--- src/rtl/regfile_write_arbiter.sv ---
// Register-file write-port arbiter: two write-back requesters, each with its own FIFO.
// Round-robin selects one FIFO head per cycle onto a registered write port, with read-hazard lookup.
module regfile_write_arbiter #(
    parameter int DEPTH = 2
) (
    input  logic        clk,
    input  logic        reset,
    input  logic        req0_valid,
    output logic        req0_ready,
    input  logic [4:0]  req0_addr,
    input  logic [31:0] req0_data,
    input  logic        req1_valid,
    output logic        req1_ready,
    input  logic [4:0]  req1_addr,
    input  logic [31:0] req1_data,
    output logic        wen,
    output logic [4:0]  write_addr,
    output logic [31:0] write_data,
    output logic        grant_id,
    input  logic [4:0]  query_addr_0,
    input  logic [4:0]  query_addr_1,
    output logic        hazard_0,
    output logic        hazard_1,
    output logic        idle
);
    localparam int AW = $clog2(DEPTH);

    logic [4:0]    fifoAddr_q [2][DEPTH];
    logic [31:0]   fifoData_q [2][DEPTH];
    logic [AW-1:0] rdPtr_q [2];
    logic [AW-1:0] wrPtr_q [2];
    logic [AW:0]   count_q [2];
    logic          prio_q;
    logic          wen_q;
    logic [4:0]    writeAddr_q;
    logic [31:0]   writeData_q;
    logic          grantId_q;

    logic [1:0]    inValid, full, empty, push, pop;
    logic [4:0]    inAddr [2];
    logic [31:0]   inData [2];
    logic          popAny, winner;
    logic [4:0]    headAddr;
    logic [31:0]   headData;

    // prio_q names the requester that wins a tie; a lone non-empty FIFO always wins.
    always_comb begin
        inValid   = {req1_valid, req0_valid};
        inAddr[0] = req0_addr;
        inAddr[1] = req1_addr;
        inData[0] = req0_data;
        inData[1] = req1_data;
        for (int n = 0; n < 2; n++) begin
            full[n]  = (count_q[n] == DEPTH[AW:0]);
            empty[n] = (count_q[n] == '0);
        end
        push   = inValid & ~full;
        popAny = ~&empty;
        winner = (~|empty) ? prio_q : empty[0];
        pop    = '0;
        if (popAny) begin
            pop[winner] = 1'b1;
        end
        headAddr = fifoAddr_q[winner][rdPtr_q[winner]];
        headData = fifoData_q[winner][rdPtr_q[winner]];
    end

    always_ff @(posedge clk or negedge reset) begin
        if (!reset) begin
            for (int n = 0; n < 2; n++) begin
                rdPtr_q[n] <= '0;
                wrPtr_q[n] <= '0;
                count_q[n] <= '0;
            end
        end else begin
            for (int n = 0; n < 2; n++) begin
                if (push[n]) begin
                    wrPtr_q[n] <= wrPtr_q[n] + 1'b1;
                end
                if (pop[n]) begin
                    rdPtr_q[n] <= rdPtr_q[n] + 1'b1;
                end
                if (push[n] && !pop[n]) begin
                    count_q[n] <= count_q[n] + 1'b1;
                end else if (pop[n] && !push[n]) begin
                    count_q[n] <= count_q[n] - 1'b1;
                end
            end
        end
    end

    // Storage needs no reset: the counts alone decide which slots are live.
    always_ff @(posedge clk) begin
        for (int n = 0; n < 2; n++) begin
            if (push[n]) begin
                fifoAddr_q[n][wrPtr_q[n]] <= inAddr[n];
                fifoData_q[n][wrPtr_q[n]] <= inData[n];
            end
        end
    end

    // Writes to r0 still retire a slot but never raise the enable.
    always_ff @(posedge clk or negedge reset) begin
        if (!reset) begin
            prio_q      <= 1'b0;
            wen_q       <= 1'b0;
            writeAddr_q <= '0;
            writeData_q <= '0;
            grantId_q   <= 1'b0;
        end else if (popAny) begin
            prio_q      <= ~winner;
            wen_q       <= (headAddr != 5'd0);
            writeAddr_q <= headAddr;
            writeData_q <= headData;
            grantId_q   <= winner;
        end else begin
            wen_q <= 1'b0;
        end
    end

    function automatic logic pendingMatch(input logic [4:0] q);
        logic          hit;
        logic [AW-1:0] idx;
        logic [AW-1:0] offset;
        hit = wen_q && (writeAddr_q == q);
        for (int n = 0; n < 2; n++) begin
            for (int i = 0; i < DEPTH; i++) begin
                idx    = i[AW-1:0];
                offset = idx - rdPtr_q[n];
                if (({1'b0, offset} < count_q[n]) && (fifoAddr_q[n][i] == q)) begin
                    hit = 1'b1;
                end
            end
        end
        return (q != 5'd0) && hit;
    endfunction

    assign req0_ready = ~full[0];
    assign req1_ready = ~full[1];
    assign wen        = wen_q;
    assign write_addr = writeAddr_q;
    assign write_data = writeData_q;
    assign grant_id   = grantId_q;
    assign hazard_0   = pendingMatch(query_addr_0);
    assign hazard_1   = pendingMatch(query_addr_1);
    assign idle       = (&empty) && !wen_q;

endmodule

--- config.mk ---
export PLATFORM = sky130hd
export DESIGN_NAME = regfile_write_arbiter
export DESIGN_NICKNAME = d
export VERILOG_FILES = /design/src/rtl/regfile_write_arbiter.sv
export SDC_FILE = /design/constraint.sdc
export NUM_CORES = 1
export LEC_CHECK = 0
export ABC_AREA = 1
export CAP_MARGIN = 5
export CORE_UTILIZATION = 54
export DETAILED_ROUTE_END_ITERATION = 12
export GPL_TIMING_DRIVEN = 0
export PLACE_DENSITY = 0.88
export SLEW_MARGIN = 10
export SYNTH_ARGS = -nofsm -noshare
export SYNTH_HDL_FRONTEND = slang
export SYNTH_SLANG_ARGS = --single-unit
--- constraint.sdc ---
create_clock -name clk -period 3.7 [get_ports clk]
set_clock_uncertainty 0.05 [all_clocks]
set_input_delay 0.37 -clock clk [delete_from_list [all_inputs] [get_ports clk]]
set_output_delay 0.37 -clock clk [all_outputs]
set_load 0.1 [all_outputs]
After elaboration in Yosys (flattened, before gate mapping). Memories as Yosys holds them, arrays and structs flattened. Cells that the tools add are included.

Add/sub/neg operators: 12. $lt $le $gt $ge: 12. Eq/ne operators: 12. Multiplexer cells: 40. Bitwise operators: 9. Reductions and logical operators: 34.

Operators by type and width (number): 2-to-1 mux 32 bit (5); 2-to-1 mux 64 bit (2); demux 32 bit (select 1 bit) (2); equality test 5 bit (10); 2-to-1 mux 5 bit (5); logical AND 1 bit (20); 2-to-1 mux 10 bit (2); 2-to-1 mux 1 bit (16); nonzero test 5 bit (3); demux 5 bit (select 1 bit) (2); 2-to-1 mux 2 bit (5); greater-or-equal comparator 2 bit, second input constant (4); less-than comparator 1 x 2 -> 1 bit (4); NOT 1 -> 2 bit (4); logical NOT 1 bit (5); adder 1 bit, second input constant (4); adder 2 x 1 -> 2 bit, second input constant (2); equality test 2 bit, second input constant (2); logical NOT 2 bit (2); less-than comparator 2 x 1 -> 1 bit, second input constant (2); nonzero test 2 bit (2); subtractor 1 bit, first input constant (4); subtractor 2 x 1 -> 2 bit, second input constant (2); NOT 1 bit (3); other kinds (7) (7).

Bits in registers: 48. Bits in writable memories: 148. Input port bits: 88. Output and inout bits: 44. Word-level logic and storage cells: 132. Memories: 2.

Memory list: fifoData_q (words 2, width 64, rd ports 1, clocked after memory_dff 0, write ports 2, line 29) `logic [31:0] fifoData_q [2][DEPTH];`; fifoAddr_q (words 2, width 10, rd ports 3, clocked after memory_dff 0, write ports 2, line 28) `logic [4:0] fifoAddr_q [2][DEPTH];`.

Logic depth before layout (Yosys ltp). Gate-level depths: netlist of the first run.

Depth in word-level cells: 13. Depth in mapped cells: 12. Mapped depth without buffers: 11.

Least setup slack after synthesis of the first run. Ideal clock, no wire load.

Kind: reg-to-reg. Start: reg count_q[0] (netlist bit). End: mem fifoAddr_q[1][0] (netlist bit) (enable). Library setup time: 0.433 ns. Arrival time: 3.017 ns. Data required time: 3.217 ns. Path slack: 0.201 ns. Stages on the path, launching flop included: 5. Path buffers: 0. Period minus slack after synthesis: 3.499 ns. Cell sequence: dfrtp_1 -> inv_1 -> nand2_1 -> nand2_1 -> nor2_1.

RTL lines: start: declaration (line 32) `logic [AW:0] count_q [2];`; start signal: indexed assignment (line 84) `count_q[n] <= count_q[n] + 1'b1;`; start signal: indexed assignment (line 86) `count_q[n] <= count_q[n] - 1'b1;`; end: declaration (line 28).

Final worst setup path of the first run.
Start: reg count_q[2] (netlist bit). End: out idle.

Longest elaborated chain between the ends: 3.

Ends and longest elaborated chain: logical NOT 2 bit (line 55) `empty[n] = (count_q[n] == '0);`; AND reduction 2 bit (line 146) `assign idle = (&empty) && !wen_q;`; logical AND 1 bit (line 146); end: declaration (line 24) `output logic idle`.

No other way between the ends.

==> run metrics, run 1 <==
Post-DRT Antenna Nets 0; Worst path most repeated cell inv_2; Distinct cells, synth 27; arrival time worst endpoint 3080 ps; Hold Fails Final Rpt 0; Mapped Avg Cell Area 10.8 µm²; measured slew at the worst slew-check pin 1040 ps; fillers 1055; sequential fraction of the synthesis area 68.0%; GRT Resource Usage Total 27.1%; setup violators final 0; crit-path max cell delay 870 ps; Crit Path Class reg2out; vias in the first global route 6140; critical path's top delay family buffers and inverters; number of synthesized flops with an enable pin 148; Most Crowded Layer GR met2; number of synthesized register bits 196; total core area 14800 µm²; Initial DRT Pass Iterations 7; IO Pins 132; slowest cell on the critical path dlygate4sd2_1; Final nets 1007; pre-CTS worst setup slack 367 ps; Max-Cap Viols 0; Storage cell area 5650 µm²; Clock Sinks 196; synthesized area 8300 µm²; synth-to-layout area growth 26.6%; status completed; CP endpoint kind primary output; Worst Path Required 3280 ps; Rows 44; initial antenna violation count 0; Die X 126 µm; met2 Usage GRT 45.0%; quantity of I/O buffers inserted on ports 123; clk root buf clkbuf_16; clock tree buffer depth 2; largest area contributor in the netlist edfxtp_1; Synth Instances 769; met3 track demand over resource 5.23%; Relative slew margins 30.3%; final period utilization 94.7%; CTS Buf Count 17; remaining global-route overflow 0; Mapped Nets 859; RD Place Congestion 0.905; Initial Utilization 56.3%; Synth top area share 53.6%; post-synthesis async set-or-reset flop share 24.5%; diode count 0; CP cell instances inv_2 > nand2_2 > nor3_2 > inv_2 > clkbuf_1 > nor2_1 > dlygate4sd2_1; fmax 285 MHz; DRT iter0 DRCs 581; worst path bufs/invs 4; DR DRC count 0; share of cells above drive strength 1 7.10%; vias 6226; synth warn 0; Worst Hold Class in2async; CTS tree yes; Worst Setup Slack, final 196 ps; final wirelength 20300 µm; synth top area cells edfxtp_1, dfrtp_1, nand2_1; DIE HEIGHT 126 µm; top_reg_cell synth edfxtp_1; worst-path fanout max 10; largest net degree at the start of global routing 35; number of H-tree levels 4; met1 GRT Util 36.4%; vias per cell 5.59; DR WL/cell 18.2 µm; Final HPWL DP 14100 µm; die area 15900 µm²; crit path time final 3500 ps; CP startpoint kind flop; CTS clk-pin slew, worst paths 70 ps; first-pass GRT wire length 32100 µm; pins over their slew limit 0; RSZ-0062 raised after global routing no; Clk Latency, worst-skew pair 430 ps; area occupied by multi-input gates 2360 µm²
worst paths after layout:
| check | to | depth (start not counted) | slack [ps] | startpoint |
|---|---|---|---|---|
| max in group asynchronous | wrPtr_q[1] | 3 | 2720 | reset |
| worst max-delay path | idle | 7 | 200 | count_q[2] |
| worst min register to register | write_data[30] | 2 | 430 | write_data[30] |
| min in group clk | write_data[30] | 2 | 430 | write_data[30] |
| worst max register to register | count_q[1] | 9 | 1400 | count_q[2] |
| worst min-delay path | write_addr[3] | 2 | 340 | reset |
layout by cell type (no fill, tap or decap), types with 2 or more instances in the layout:
| master | Yosys | final |
|---|---|---|
| a21oi_1 | 17 | 17 |
| buf_1 | 4 | 4 |
| buf_12 | 0 | 3 |
| buf_16 | 0 | 2 |
| buf_2 | 12 | 13 |
| buf_4 | 2 | 2 |
| bufinv_16 | 0 | 2 |
| clkbuf_1 | 23 | 24 |
| clkbuf_16 | 0 | 17 |
| clkdlybuf4s50_1 | 0 | 121 |
| clkinv_2 | 0 | 2 |
| clkinv_4 | 0 | 2 |
| clkinvlp_4 | 0 | 2 |
| dfrtp_1 | 48 | 48 |
| edfxtp_1 | 148 | 148 |
| ha_1 | 2 | 2 |
| inv_1 | 34 | 34 |
| inv_2 | 3 | 3 |
| inv_6 | 0 | 2 |
| nand2_1 | 260 | 260 |
| nand2_2 | 3 | 3 |
| nand3_1 | 74 | 74 |
| nand4_1 | 41 | 41 |
| nor2_1 | 31 | 27 |
| nor2_4 | 0 | 4 |
| nor3_1 | 6 | 6 |
| o21ai_0 | 16 | 16 |
| o22ai_1 | 5 | 5 |
| or2_2 | 2 | 2 |
| xnor2_1 | 11 | 11 |
| xor2_1 | 21 | 21 |
metrics by stage:
stage	setup TNS, ps	hold slack (ps)	cells	utilization [%]	area (µm²)
after floorplan	0	24.4	769	-	8300
after global placement	-32850	413	1076	66.2	9760
after detailed placement	0	257	1081	67.1	9900
after CTS	0	335	1114	71.2	10500
after global routing	0	360	1114	71.2	10500
final	0	341	1114	71.2	10500
area by class of cell:
class / instances / share of cell area, %
Timing Repair Buffer: 129 / 12.9
Tap cell: 184 / 2.19
Clock inverter: 13 / 1.44
Clock buffer: 19 / 4.22
Sequential cell: 196 / 53.7
Multi-Input combinational cell: 494 / 22.4
Buffer: 42 / 1.79
Inverter: 37 / 1.32
flip-flops by register name, summed over array words and instances (netlist names):
signal / cells
count_q: 4
prio_q: 1
write_data: 32
wrPtr_q: 2
write_addr: 5
fifoAddr_q: 20
rdPtr_q: 2
grant_id: 1
wen: 1
fifoData_q: 128
cell families (layout without fill, tap and decap cells):
logic type,after synthesis,in the layout,share of synthesized area [%]
xor gates and xnor gates,32,32,3.38
buffers and inverters,79,240,3.93
AOI/OAI and AO/OA,40,40,2.56
and+or+nand+nor,420,420,21.8
adders and majority gates,2,2,0.301
DFF,196,196,68.0
routing by layer:
layer / wire (µm) / share of wire [%]
met1: 8380 / 41
met2: 10100 / 50
met3: 1490 / 7.3
met4: 284 / 1.4
met5: 0 / 0
Yosys cell counts, types with 2 or more instances:
master and instances:
nand2_1 260, edfxtp_1 148, nand3_1 74, dfrtp_1 48, nand4_1 41, inv_1 34
nor2_1 31, clkbuf_1 23, xor2_1 21, a21oi_1 17, o21ai_0 16, buf_2 12
xnor2_1 11, nor3_1 6, o22ai_1 5, buf_1 4, inv_2 3, nand2_2 3
buf_4 2, ha_1 2, or2_2 2
timing repair:
| item | in CTS | in global routing |
|---|---|---|
| hold buffers | 1 | 0 |
| buffers inserted | 0 | 0 |
| resized for setup | 1 | 0 |
| hold endpoints to repair | 14 | 0 |
| endpoints found under the setup margin | 1 | 0 |
Power of run 1 is not shown: default switching activity piles up to over one toggle a cycle in this logic, so the estimate is an artifact.
==> inputs of run 2 (changes only) <==
Settings changed: CORE_UTILIZATION 54 to 60, CTS_BUF_LIST set to sky130_fd_sc_hd__clkbuf_4, PLACE_DENSITY 0.88 to 0.95, REMOVE_ABC_BUFFERS set to 1.
Clock period 3.7 ns to 4.3 ns, I/O delays scaled along.
==> run 2 against run 1 <==
  * Setup slack lost 37 ps
  * Register-to-register slack lost 1200 ps
  * Flip-flop and latch count unchanged
  * Utilization increased by 5.1 points
  * Clock-buffer cell count is 1 higher
  * Wire length grew 0.42%
  * Critical path depth fell by 1
  * Cell count down 3.5%
  * Critical endpoint unchanged
  * Highest routed layer unchanged
==> run metrics, run 2 (synthesized netlist as in run 1, its figures left out) <==
max FFs per register 128; Worst Path Required 3820 ps; Post-DRT Antenna Nets 0; vias in the first global route 6383; vias per cell 5.80; remaining global-route overflow 0; largest net degree at the start of global routing 72; commonest non-fill, non-tap cell in the layout nand2_1; Hold Fails Final Rpt 0; CTS Buf Count 17; GRT Resource Usage Total 29.7%; synth-to-layout area growth 22.6%; total core area 13300 µm²; Initial Utilization 62.2%; Final Util 76.2%; RSZ-0062 raised after global routing no; number of H-tree levels 4; CTS tree yes; DRT iter0 DRCs 610; final period utilization 96.3%; Crit Path Class reg2out; clk root buf clkbuf_4; quantity of I/O buffers inserted on ports 131; Post-CTS Setup Inserts 0; Max-Cap Viols 0; Rows 42; CP startpoint kind flop; share of cells above drive strength 1 6.23%; worst r2r path cells 9; crit path time final 4140 ps; CTS clk-pin slew, worst paths 150 ps; RD Place Congestion 0.940; Relative slew margins 30.0%; Clock Sinks 196; final wirelength 20300 µm; fmax 241 MHz; die area 14300 µm²; crit path from count_q[2]; worst-path fanout max 40; clock tree buffer depth 2; Clk Latency, worst-skew pair 560 ps; setup violators final 0; status completed; pins over their slew limit 0; first-pass GRT wire length 31600 µm; most frequent cells in the layout nand2_1, edfxtp_1, clkdlybuf4s50_1, nand3_1, dfrtp_1; Worst R2R Start count_q[1]; Initial DRT Pass Iterations 5; IO Pins 132; DIE HEIGHT 120 µm; Die X 120 µm; CP endpoint kind primary output; vias 6232; Worst Hold Class in2async; DR DRC count 0; Final nets 976; measured slew at the worst slew-check pin 1050 ps; Final HPWL DP 13200 µm; diode count 0; initial antenna violation count 0; arrival time worst endpoint 3660 ps; DR WL/cell 18.9 µm
[run 2: final cells by class]
class | count | area, µm²
well taps | 176 | 220
clock inverters | 12 | 156
fillers | 865 | 3170
clock buffers | 20 | 150
repair buffers | 140 | 1490
multi-input cells | 494 | 2380
inverters | 37 | 141
flip-flops and latches | 196 | 5650
[run 2: layer usage]
| metal | vias to the layer above | global-route usage [%] | part of all wire (%) |
|---|---|---|---|
| met1 | 3007 | 36.2 | 38 |
| met2 | 319 | 50.2 | 51 |
| li1 | 2852 | - | - |
| met3 | 54 | 6.65 | 7.5 |
| met4 | 0 | 14.5 | 3.2 |
| met5 | - | 0 | 0 |
[run 2: stage by stage]
stage / TNS, ps / instances / hold WS (ps) / setup slack (ps) / area (µm²)
floorplan: -266 / 727 / 84.4 / -266 / 8110
global placement: -58250 / 1034 / 412 / -2200 / 9640
detailed placement: -9510 / 1042 / 380 / -405 / 9850
CTS: 0 / 1075 / 297 / 177 / 10200
global route: 0 / 1075 / 326 / 2.57 / 10200
finish: 0 / 1075 / 317 / 159 / 10200
[run 2: repair_timing]
item	CTS	global route
setup endpoints to repair	38	0
resized for setup	3	0
hold buffers	1	0
hold endpoints to repair	19	0
[run 2: final timing paths]
path,to,slack [ps]
max in group asynchronous,write_addr[4],3330
max reg2reg,write_data[12],200
min reg2reg,write_data[8],450
min,write_data[23],320
max,idle,160
min in group clk,fifoData_q[0][16],390
[run 2: worst max-delay path, cell delays in order (launching register included)]
cell           delay, ps
dfrtp_1              450
inv_2                110
nand2_2              580
nor3_4               470
inv_2                360
nor2_1               220
dlygate4sd2_1        880
Power of run 2 is left out for the same reason.
